## config.mk

```make
export PLATFORM = sky130hd
export DESIGN_NAME = raizing_soundlatch_fifo_flat
export DESIGN_NICKNAME = d
export VERILOG_FILES = /design/src/rtl/raizing_soundlatch_fifo_pkg.sv /design/src/rtl/raizing_soundlatch_fifo_if.sv /design/src/rtl/raizing_soundlatch_fifo_chfifo.sv /design/src/rtl/raizing_soundlatch_fifo.sv /design/src/flat_wrapper.sv
export SDC_FILE = /design/constraint.sdc
export NUM_CORES = 1
export LEC_CHECK = 0
export BUFFER_PORTS_ARGS = -buffer_cell sky130_fd_sc_hd__buf_2
export CAP_MARGIN = 30
export CORE_MARGIN = 2
export CORE_UTILIZATION = 50
export DETAILED_ROUTE_END_ITERATION = 10
export GPL_ROUTABILITY_DRIVEN = 1
export PLACE_DENSITY = 0.75
export RECOVER_POWER = 100
export SLEW_MARGIN = 20
export SYNTH_ARGS = -nofsm -noshare
export SYNTH_HDL_FRONTEND = slang
export SYNTH_SLANG_ARGS = --single-unit
```

## constraint.sdc

```tcl
create_clock -name CLK -period 4.75 [get_ports CLK]
set_input_delay 0.475 -clock CLK [delete_from_list [all_inputs] [get_ports CLK]]
set_output_delay 0.475 -clock CLK [all_outputs]
set_load 0.005 [all_outputs]
```

## src/rtl/raizing_soundlatch_fifo_pkg.sv

```systemverilog
// rtl/raizing_soundlatch_fifo_pkg.sv - shared types and helpers for the 68K/Z80 sound mailbox
package raizing_soundlatch_pkg;

  localparam int BYTE_W = 8;

  typedef logic [BYTE_W-1:0] byte_t;

  localparam byte_t BYTE_RST = 8'h00;

  // Channel-select width; a single-channel build still gets a 1-bit select.
  function automatic int ch_w(input int n);
    return (n > 1) ? $clog2(n) : 1;
  endfunction

endpackage

```

## src/rtl/raizing_soundlatch_fifo_if.sv

```systemverilog
// rtl/raizing_soundlatch_fifo_if.sv - 68K/Z80 mailbox bus (optional Z80NMI under SOUNDLATCH_NMI_EN)
interface raizing_soundlatch_fifo_if
  import raizing_soundlatch_pkg::*;
#(
  parameter int NCH = 4
);
  localparam int CW = ch_w(NCH);

  logic          MAIN_WE;
  logic [CW-1:0] MAIN_CH;
  byte_t         MAIN_DIN;
  logic          MAIN_RD;
  byte_t         MAIN_DOUT;
  logic [NCH-1:0] MAIN_FULL;
  logic [NCH-1:0] REPLY_VALID;
  logic          SND_RD;
  logic [CW-1:0] SND_CH;
  byte_t         SND_DOUT;
  logic          SND_WE;
  byte_t         SND_DIN;
  logic [NCH-1:0] SND_PENDING;
  logic [NCH-1:0] OVF;
  logic          OVF_CLR;
  logic          INT_ACK;
  logic          Z80INT;
`ifdef SOUNDLATCH_NMI_EN
  logic          Z80NMI;

  modport master (
    output MAIN_WE, MAIN_CH, MAIN_DIN, MAIN_RD, SND_RD, SND_CH, SND_WE, SND_DIN, OVF_CLR, INT_ACK,
    input  MAIN_DOUT, MAIN_FULL, REPLY_VALID, SND_DOUT, SND_PENDING, OVF, Z80INT, Z80NMI
  );
  modport slave (
    input  MAIN_WE, MAIN_CH, MAIN_DIN, MAIN_RD, SND_RD, SND_CH, SND_WE, SND_DIN, OVF_CLR, INT_ACK,
    output MAIN_DOUT, MAIN_FULL, REPLY_VALID, SND_DOUT, SND_PENDING, OVF, Z80INT, Z80NMI
  );
`else
  modport master (
    output MAIN_WE, MAIN_CH, MAIN_DIN, MAIN_RD, SND_RD, SND_CH, SND_WE, SND_DIN, OVF_CLR, INT_ACK,
    input  MAIN_DOUT, MAIN_FULL, REPLY_VALID, SND_DOUT, SND_PENDING, OVF, Z80INT
  );
  modport slave (
    input  MAIN_WE, MAIN_CH, MAIN_DIN, MAIN_RD, SND_RD, SND_CH, SND_WE, SND_DIN, OVF_CLR, INT_ACK,
    output MAIN_DOUT, MAIN_FULL, REPLY_VALID, SND_DOUT, SND_PENDING, OVF, Z80INT
  );
`endif

endinterface

```

## src/rtl/raizing_soundlatch_fifo_chfifo.sv

```systemverilog
// rtl/raizing_soundlatch_fifo_chfifo.sv - single-channel DEPTH x 8 command FIFO with sticky overflow
module raizing_latch_chfifo
  import raizing_soundlatch_pkg::*;
#(
  parameter int DEPTH = 4
) (
  input  logic  clk,
  input  logic  rst_n,
  input  logic  push,
  input  logic  pop,
  input  logic  ovf_clr,
  input  byte_t din,
  output byte_t dout,
  output logic  full,
  output logic  empty,
  output logic  ovf,
  output logic  accepted,
  output logic  pending_nxt
);
  localparam int PW = $clog2(DEPTH);

  byte_t       mem [DEPTH];
  logic [PW-1:0] wr_ptr, rd_ptr;
  logic [PW:0]   count, count_nxt;
  logic          do_push, do_pop;

  assign full    = (count == (PW + 1)'(DEPTH));
  assign empty   = (count == '0);
  assign do_pop  = pop && !empty;
  // A full channel still takes the push when a pop frees a slot in the same cycle.
  assign do_push = push && (!full || pop);
  assign accepted = do_push;

  always_comb begin
    count_nxt = count;
    if (do_push && !do_pop)
      count_nxt = count + 1'b1;
    else if (!do_push && do_pop)
      count_nxt = count - 1'b1;
  end

  assign pending_nxt = (count_nxt != '0);

  always_ff @(posedge clk) begin
    if (do_push)
      mem[wr_ptr] <= din;
  end

  always_ff @(posedge clk or negedge rst_n) begin
    if (!rst_n) begin
      wr_ptr <= '0;
      rd_ptr <= '0;
      count  <= '0;
      dout   <= BYTE_RST;
      ovf    <= 1'b0;
    end else begin
      count <= count_nxt;
      if (do_push)
        wr_ptr <= wr_ptr + 1'b1;
      if (do_pop) begin
        rd_ptr <= rd_ptr + 1'b1;
        dout   <= mem[rd_ptr];
      end
      if (push && full && !pop)
        ovf <= 1'b1;
      else if (ovf_clr)
        ovf <= 1'b0;
    end
  end

endmodule

```

## src/rtl/raizing_soundlatch_fifo.sv

```systemverilog
// rtl/raizing_soundlatch_fifo.sv - NCH-channel 68K->Z80 command FIFOs, Z80->68K replies, Z80 interrupt; Z80NMI under SOUNDLATCH_NMI_EN
module raizing_soundlatch_fifo
  import raizing_soundlatch_pkg::*;
#(
  parameter int NCH       = 4,
  parameter int DEPTH     = 4,
  parameter int INT_PULSE = 0
) (
  input logic                       CLK,
  input logic                       RESET,
  raizing_soundlatch_fifo_if.slave  bus
);
  localparam int CW = ch_w(NCH);

  logic [NCH-1:0] push_vec, pop_vec, full_vec, empty_vec, ovf_vec, acc_vec, pnd_nxt;
  byte_t          fifo_dout [NCH];
  byte_t          reply     [NCH];
  logic [NCH-1:0] reply_valid;
  logic [CW-1:0]  last_ch;
  byte_t          main_dout, snd_sel, reply_sel;
  logic           z80int, pop_ok;

  always_comb begin
    for (int i = 0; i < NCH; i++) begin
      push_vec[i] = bus.MAIN_WE && (bus.MAIN_CH == CW'(i));
      pop_vec[i]  = bus.SND_RD  && (bus.SND_CH  == CW'(i));
    end
  end

  for (genvar g = 0; g < NCH; g++) begin : g_ch
    raizing_latch_chfifo #(.DEPTH(DEPTH)) u_chfifo (
      .clk         (CLK),
      .rst_n       (RESET),
      .push        (push_vec[g]),
      .pop         (pop_vec[g]),
      .ovf_clr     (bus.OVF_CLR),
      .din         (bus.MAIN_DIN),
      .dout        (fifo_dout[g]),
      .full        (full_vec[g]),
      .empty       (empty_vec[g]),
      .ovf         (ovf_vec[g]),
      .accepted    (acc_vec[g]),
      .pending_nxt (pnd_nxt[g])
    );
  end

  assign pop_ok = |(pop_vec & ~empty_vec);

  // SND_DOUT follows the channel of the last successful pop, so an empty pop holds it.
  always_comb begin
    snd_sel   = BYTE_RST;
    reply_sel = BYTE_RST;
    for (int i = 0; i < NCH; i++) begin
      if (last_ch == CW'(i))
        snd_sel = fifo_dout[i];
      if (bus.MAIN_CH == CW'(i))
        reply_sel = reply[i];
    end
  end

  always_ff @(posedge CLK or negedge RESET) begin
    if (!RESET) begin
      last_ch     <= '0;
      main_dout   <= BYTE_RST;
      reply_valid <= '0;
      z80int      <= 1'b0;
      for (int i = 0; i < NCH; i++)
        reply[i] <= BYTE_RST;
    end else begin
      if (pop_ok)
        last_ch <= bus.SND_CH;
      if (bus.MAIN_RD)
        main_dout <= reply_sel;
      for (int i = 0; i < NCH; i++) begin
        if (bus.SND_WE && (bus.SND_CH == CW'(i))) begin
          reply[i]       <= bus.SND_DIN;
          reply_valid[i] <= 1'b1;
        end else if (bus.MAIN_RD && (bus.MAIN_CH == CW'(i))) begin
          reply_valid[i] <= 1'b0;
        end
      end
      if (INT_PULSE == 0)
        z80int <= |pnd_nxt;
      else if (|acc_vec)
        z80int <= 1'b1;
      else if (bus.INT_ACK)
        z80int <= 1'b0;
    end
  end

  assign bus.MAIN_DOUT   = main_dout;
  assign bus.SND_DOUT    = snd_sel;
  assign bus.MAIN_FULL   = full_vec;
  assign bus.SND_PENDING = ~empty_vec;
  assign bus.OVF         = ovf_vec;
  assign bus.REPLY_VALID = reply_valid;
  assign bus.Z80INT      = z80int;

`ifdef SOUNDLATCH_NMI_EN
  logic z80nmi;

  always_ff @(posedge CLK or negedge RESET) begin
    if (!RESET)
      z80nmi <= 1'b0;
    else
      z80nmi <= acc_vec[NCH-1];
  end

  assign bus.Z80NMI = z80nmi;
`endif

endmodule

```

## src/flat_wrapper.sv

```systemverilog
// flat-port wrapper written by rule: the top's interface ports become plain ports
module raizing_soundlatch_fifo_flat import raizing_soundlatch_pkg::*;
#(
  parameter int NCH       = 4,
  parameter int DEPTH     = 4,
  parameter int INT_PULSE = 0
)
  (CLK, RESET, bus_MAIN_WE, bus_MAIN_CH, bus_MAIN_DIN, bus_MAIN_RD, bus_SND_RD, bus_SND_CH, bus_SND_WE, bus_SND_DIN, bus_OVF_CLR, bus_INT_ACK, bus_MAIN_DOUT, bus_MAIN_FULL, bus_REPLY_VALID, bus_SND_DOUT, bus_SND_PENDING, bus_OVF, bus_Z80INT);
  raizing_soundlatch_fifo_if #(.NCH(NCH)) bus_i ();
  input logic CLK;
  input logic RESET;
  input wire logic [$bits(bus_i.MAIN_WE)-1:0] bus_MAIN_WE;
  input wire logic [$bits(bus_i.MAIN_CH)-1:0] bus_MAIN_CH;
  input wire logic [$bits(bus_i.MAIN_DIN)-1:0] bus_MAIN_DIN;
  input wire logic [$bits(bus_i.MAIN_RD)-1:0] bus_MAIN_RD;
  input wire logic [$bits(bus_i.SND_RD)-1:0] bus_SND_RD;
  input wire logic [$bits(bus_i.SND_CH)-1:0] bus_SND_CH;
  input wire logic [$bits(bus_i.SND_WE)-1:0] bus_SND_WE;
  input wire logic [$bits(bus_i.SND_DIN)-1:0] bus_SND_DIN;
  input wire logic [$bits(bus_i.OVF_CLR)-1:0] bus_OVF_CLR;
  input wire logic [$bits(bus_i.INT_ACK)-1:0] bus_INT_ACK;
  output wire logic [$bits(bus_i.MAIN_DOUT)-1:0] bus_MAIN_DOUT;
  output wire logic [$bits(bus_i.MAIN_FULL)-1:0] bus_MAIN_FULL;
  output wire logic [$bits(bus_i.REPLY_VALID)-1:0] bus_REPLY_VALID;
  output wire logic [$bits(bus_i.SND_DOUT)-1:0] bus_SND_DOUT;
  output wire logic [$bits(bus_i.SND_PENDING)-1:0] bus_SND_PENDING;
  output wire logic [$bits(bus_i.OVF)-1:0] bus_OVF;
  output wire logic [$bits(bus_i.Z80INT)-1:0] bus_Z80INT;
  assign bus_i.MAIN_WE = bus_MAIN_WE;
  assign bus_i.MAIN_CH = bus_MAIN_CH;
  assign bus_i.MAIN_DIN = bus_MAIN_DIN;
  assign bus_i.MAIN_RD = bus_MAIN_RD;
  assign bus_i.SND_RD = bus_SND_RD;
  assign bus_i.SND_CH = bus_SND_CH;
  assign bus_i.SND_WE = bus_SND_WE;
  assign bus_i.SND_DIN = bus_SND_DIN;
  assign bus_i.OVF_CLR = bus_OVF_CLR;
  assign bus_i.INT_ACK = bus_INT_ACK;
  assign bus_MAIN_DOUT = bus_i.MAIN_DOUT;
  assign bus_MAIN_FULL = bus_i.MAIN_FULL;
  assign bus_REPLY_VALID = bus_i.REPLY_VALID;
  assign bus_SND_DOUT = bus_i.SND_DOUT;
  assign bus_SND_PENDING = bus_i.SND_PENDING;
  assign bus_OVF = bus_i.OVF;
  assign bus_Z80INT = bus_i.Z80INT;
  raizing_soundlatch_fifo #(.NCH(NCH), .DEPTH(DEPTH), .INT_PULSE(INT_PULSE)) u_core (.CLK(CLK), .RESET(RESET), .bus(bus_i));
endmodule
```

==> flow_metrics.tcl <==
set metrics [dict create \
    layout-drive-gt1-share 0.276 \
    cp-endpoint "u_core.g_ch[1].u_chfifo.mem[3][0]$_DFFE_PP_" \
    ys_seq_elements 239 \
    seqCellArea_um2 6620 \
    drtAntennaViolNets 0 \
    drtIter0Drc 429 \
    final_nets 722 \
    vias 5456 \
    insertion_delay_ns 0.53 \
    synth_compound_area_frac 0.0335 \
    critical_path.startpoint "bus_MAIN_CH[0]" \
    violations "capacitance limit, slew limit" \
    crit_path_cell_trace "clkbuf_1, nand3b_1, a21oi_1, and2_0" \
    min_period_ns 3.03 \
    min_path_type "input pin to asynchronous set/reset pin" \
    multi_input_area_um2 3350 \
    r2r_slack_ns 2.05 \
    critPathKind "input pin to flip-flop" \
    crit_required_ns 4.91 \
    path_delay_family "simple AND/OR/NAND/NOR gates" \
    cts_resized 0 \
    path_buf_inv 1 \
    fill_cells 1558 \
    synth-simple-area-share 0.0604 \
    h-tree-depth 1 \
    rsz0062_at_grt "no" \
    ir_drop_mv 0.469 \
    clock_skew_ns 0.0288 \
    synth_top_family_by_area "multiplexers" \
    via_per_inst 5.72 \
    hold_buffers 0 \
    cp_num_cells 4 \
    place_congestion 0.865 \
    grt_max_degree 67 \
    yosysUniqueCellTypes 50 \
    syn_inst 611 \
    outcome "complete, but fails checks" \
    syn_nets 667 \
    synth.yosys.warnings 0 \
    first_global_vias 5739 \
    final.setup.tns_ns 0 \
    ioPinCount 61 \
    ys_async_sr_fraction 0.464 \
    dp_hpwl_um 13300 \
    die_w_um 147 \
    maxCapViolations 2 \
    r2r-start "u_core.g_ch[1].u_chfifo.count[1]$_DFF_PN0_" \
    grt_pass1_wl_um 32100 \
    post_drt_wl_per_cell_um 21.1 \
    p_per_area_nw_per_um2 566 \
    seq_area_frac_synth 0.647 \
    grtUsageMet1 0.273 \
    max_stage_delay_ns 0.89 \
    layout_common_cells "128 x edfxtp_1, 111 x dfrtp_1, 62 x mux2_2" \
    crit_path_max_fanout 20 \
    io_buffers 59 \
    area_delta_synth_final_pct 12.1 \
    cp-start-kind "input pin" \
    postCtsSetupBuffers 0 \
    drv_slew 57 \
    reg2regPathDepth 6 \
    die_h_um 147 \
    syn_area_um2 10200 \
    rows 52 \
    final_hold_viol_count 0 \
    p_leak_nw 4.32 \
    synth-edff-count 128 \
    grt.overflow.total 0 \
    dr.pass1.iters 5 \
    cts_tree "done" \
    max_freq_mhz 330 \
    path_clk_slew_ns 0.06 \
    grt_antenna_before_repair 0 \
    core_um2 20200 \
    avgSynthCellArea_um2 16.7 \
    r2r_end "u_core.g_ch[1].u_chfifo.mem[3][0]$_DFFE_PP_" \
    wirelength_um 20100 \
    root_buffer "clkbuf_16" \
    end_kind "flip-flop" \
    top_usage_layer "met2" \
    cp_slowest_cell "clkbuf_1" \
    clkSinkCount 239 \
    maxSlewHeadroom -0.742 \
    max_slew.worst_pin.slew_ns 2.61 \
    min_period_over_period 0.638 \
    arrival_ns 3.19 \
    postPlaceCellArea_um2 10700 \
    track_usage 0.190 \
    met2_usage 0.319 \
    synth-main-ff-cell "edfxtp_1" \
    synth-adder-area-share 0.0342 \
    cts_buffers 24 \
    n_antenna_cell 0 \
    cts_buffer_depth 3 \
    final_common_cell "edfxtp_1" \
    initial_utilization 0.507 \
    synthMuxAreaShare 0.187 \
    drc 0 \
    gr-usage-met3 0.0295 \
    fp.dieArea_um2 21600 \
    postLayoutCellArea_um2 11500 \
    setup_violations 0 \
    synth-xor-area-share 0.0137 \
]
-- worst min path at each step --
stage | startpoint | endpoint | slack, ns | cells past startpoint
after floorplan | RESET | u_core.bus.MAIN_DOUT[0]$_DFFE_PN0P_ | 0.18 | 0
after global placement | u_core.bus.REPLY_VALID[0]$_DFFE_PN0P_ | u_core.bus.REPLY_VALID[0]$_DFFE_PN0P_ | 0.45 | 1
after detailed placement | u_core.bus.REPLY_VALID[2]$_DFFE_PN0P_ | u_core.bus.REPLY_VALID[2]$_DFFE_PN0P_ | 0.47 | 2
after CTS | RESET | u_core.g_ch[0].u_chfifo.wr_ptr[1]$_DFFE_PN0P_ | 0.09 | 1
after global routing | RESET | u_core.g_ch[0].u_chfifo.count[0]$_DFF_PN0_ | 0.12 | 1
final | RESET | u_core.g_ch[0].u_chfifo.count[0]$_DFF_PN0_ | 0.05 | 1
-- report_power, final --
group	total, W	internal (W)	switching (W)	leakage, nW
clock	0.00192	0.00114	0.000779	0.392
sequential	0.00302	0.00260	0.000423	2.48
combinational	0.00154	0.000852	0.000693	1.45
-- cell families (layout without fill, tap and decap cells) --
kind of cell / after synthesis / after routing
compound gates: 51 / 51
xor+xnor: 16 / 16
fa+ha+maj: 28 / 28
buf+inv: 50 / 123
flops: 239 / 239
mux: 122 / 122
simple gates: 105 / 105
-- layout make-up --
| cell class | count | share of cell area |
|---|---|---|
| sequential | 239 | 0.577 |
| multi-input combinational | 322 | 0.292 |
| inverter | 19 | 0.00622 |
| clock inverter | 15 | 0.0147 |
| timing repair buffer | 60 | 0.0238 |
| clock buffer | 29 | 0.0566 |
| tap | 270 | 0.0295 |
-- state kept, by name, summed over array words and instances, names as in the netlist, 2 cells and up --
register	count
u_core.g_ch.u_chfifo.ovf	4
u_core.g_ch.u_chfifo.rd_ptr	8
u_core.g_ch.u_chfifo.count	12
u_core.g_ch.u_chfifo.dout	32
u_core.bus.MAIN_DOUT	8
u_core.last_ch	2
u_core.g_ch.u_chfifo.wr_ptr	8
u_core.g_ch.u_chfifo.mem	128
u_core.bus.REPLY_VALID	4
u_core.reply	32
-- metal layers --
layer | share of wire | up-vias | wire [µm]
met3 | 0.047 | 27 | 946
li1 | - | 2427 | -
met1 | 0.44 | 2838 | 8890
met2 | 0.50 | 164 | 9970
met4 | 0.014 | 0 | 277
met5 | 0 | - | 0
-- cell usage after synthesis, types with 9 or more instances --
library cell	n	share of area
a21oi_1	13	0.0064
o21ai_0	11	0.0054
ha_1	28	0.034
dfrtp_1	111	0.27
mux2_2	64	0.070
and2_1	24	0.015
mux2_1	9	0.0099
xnor2_1	12	0.010
edfxtp_1	128	0.38
nand3_1	15	0.0073
inv_1	19	0.0070
mux4_2	48	0.11
nand2_1	23	0.0084
buf_4	11	0.0081
-- worst register-to-register path: cells and delay by family, from the launching register on --
kind                     cells  cell delay (ns)
AO/OA/AOI/OAI                1             0.71
adder cells (fa/ha/maj)      1             0.28
AND/OR/NAND/NOR              2             0.74
flip-flops                   1             0.44
buffers and inverters        2             0.19
-- per-stage QoR --
stage / util / hold slack (ns) / setup slack, ns / instances / power (W)
6_report: 0.569 / 0.0536 / 1.72 / 954 / 0.00649
2_1_floorplan: - / 0.179 / 2.77 / 611 / 0.00407
3_5_place_dp: 0.531 / 0.469 / 1.94 / 910 / 0.00460
4_1_cts: 0.571 / 0.0937 / 2.27 / 954 / 0.00655
5_1_grt: 0.569 / 0.124 / 1.10 / 954 / 0.00682
3_3_place_gp: 0.531 / 0.454 / 2.02 / 910 / 0.00449
Power figures use the tool's default switching activity.
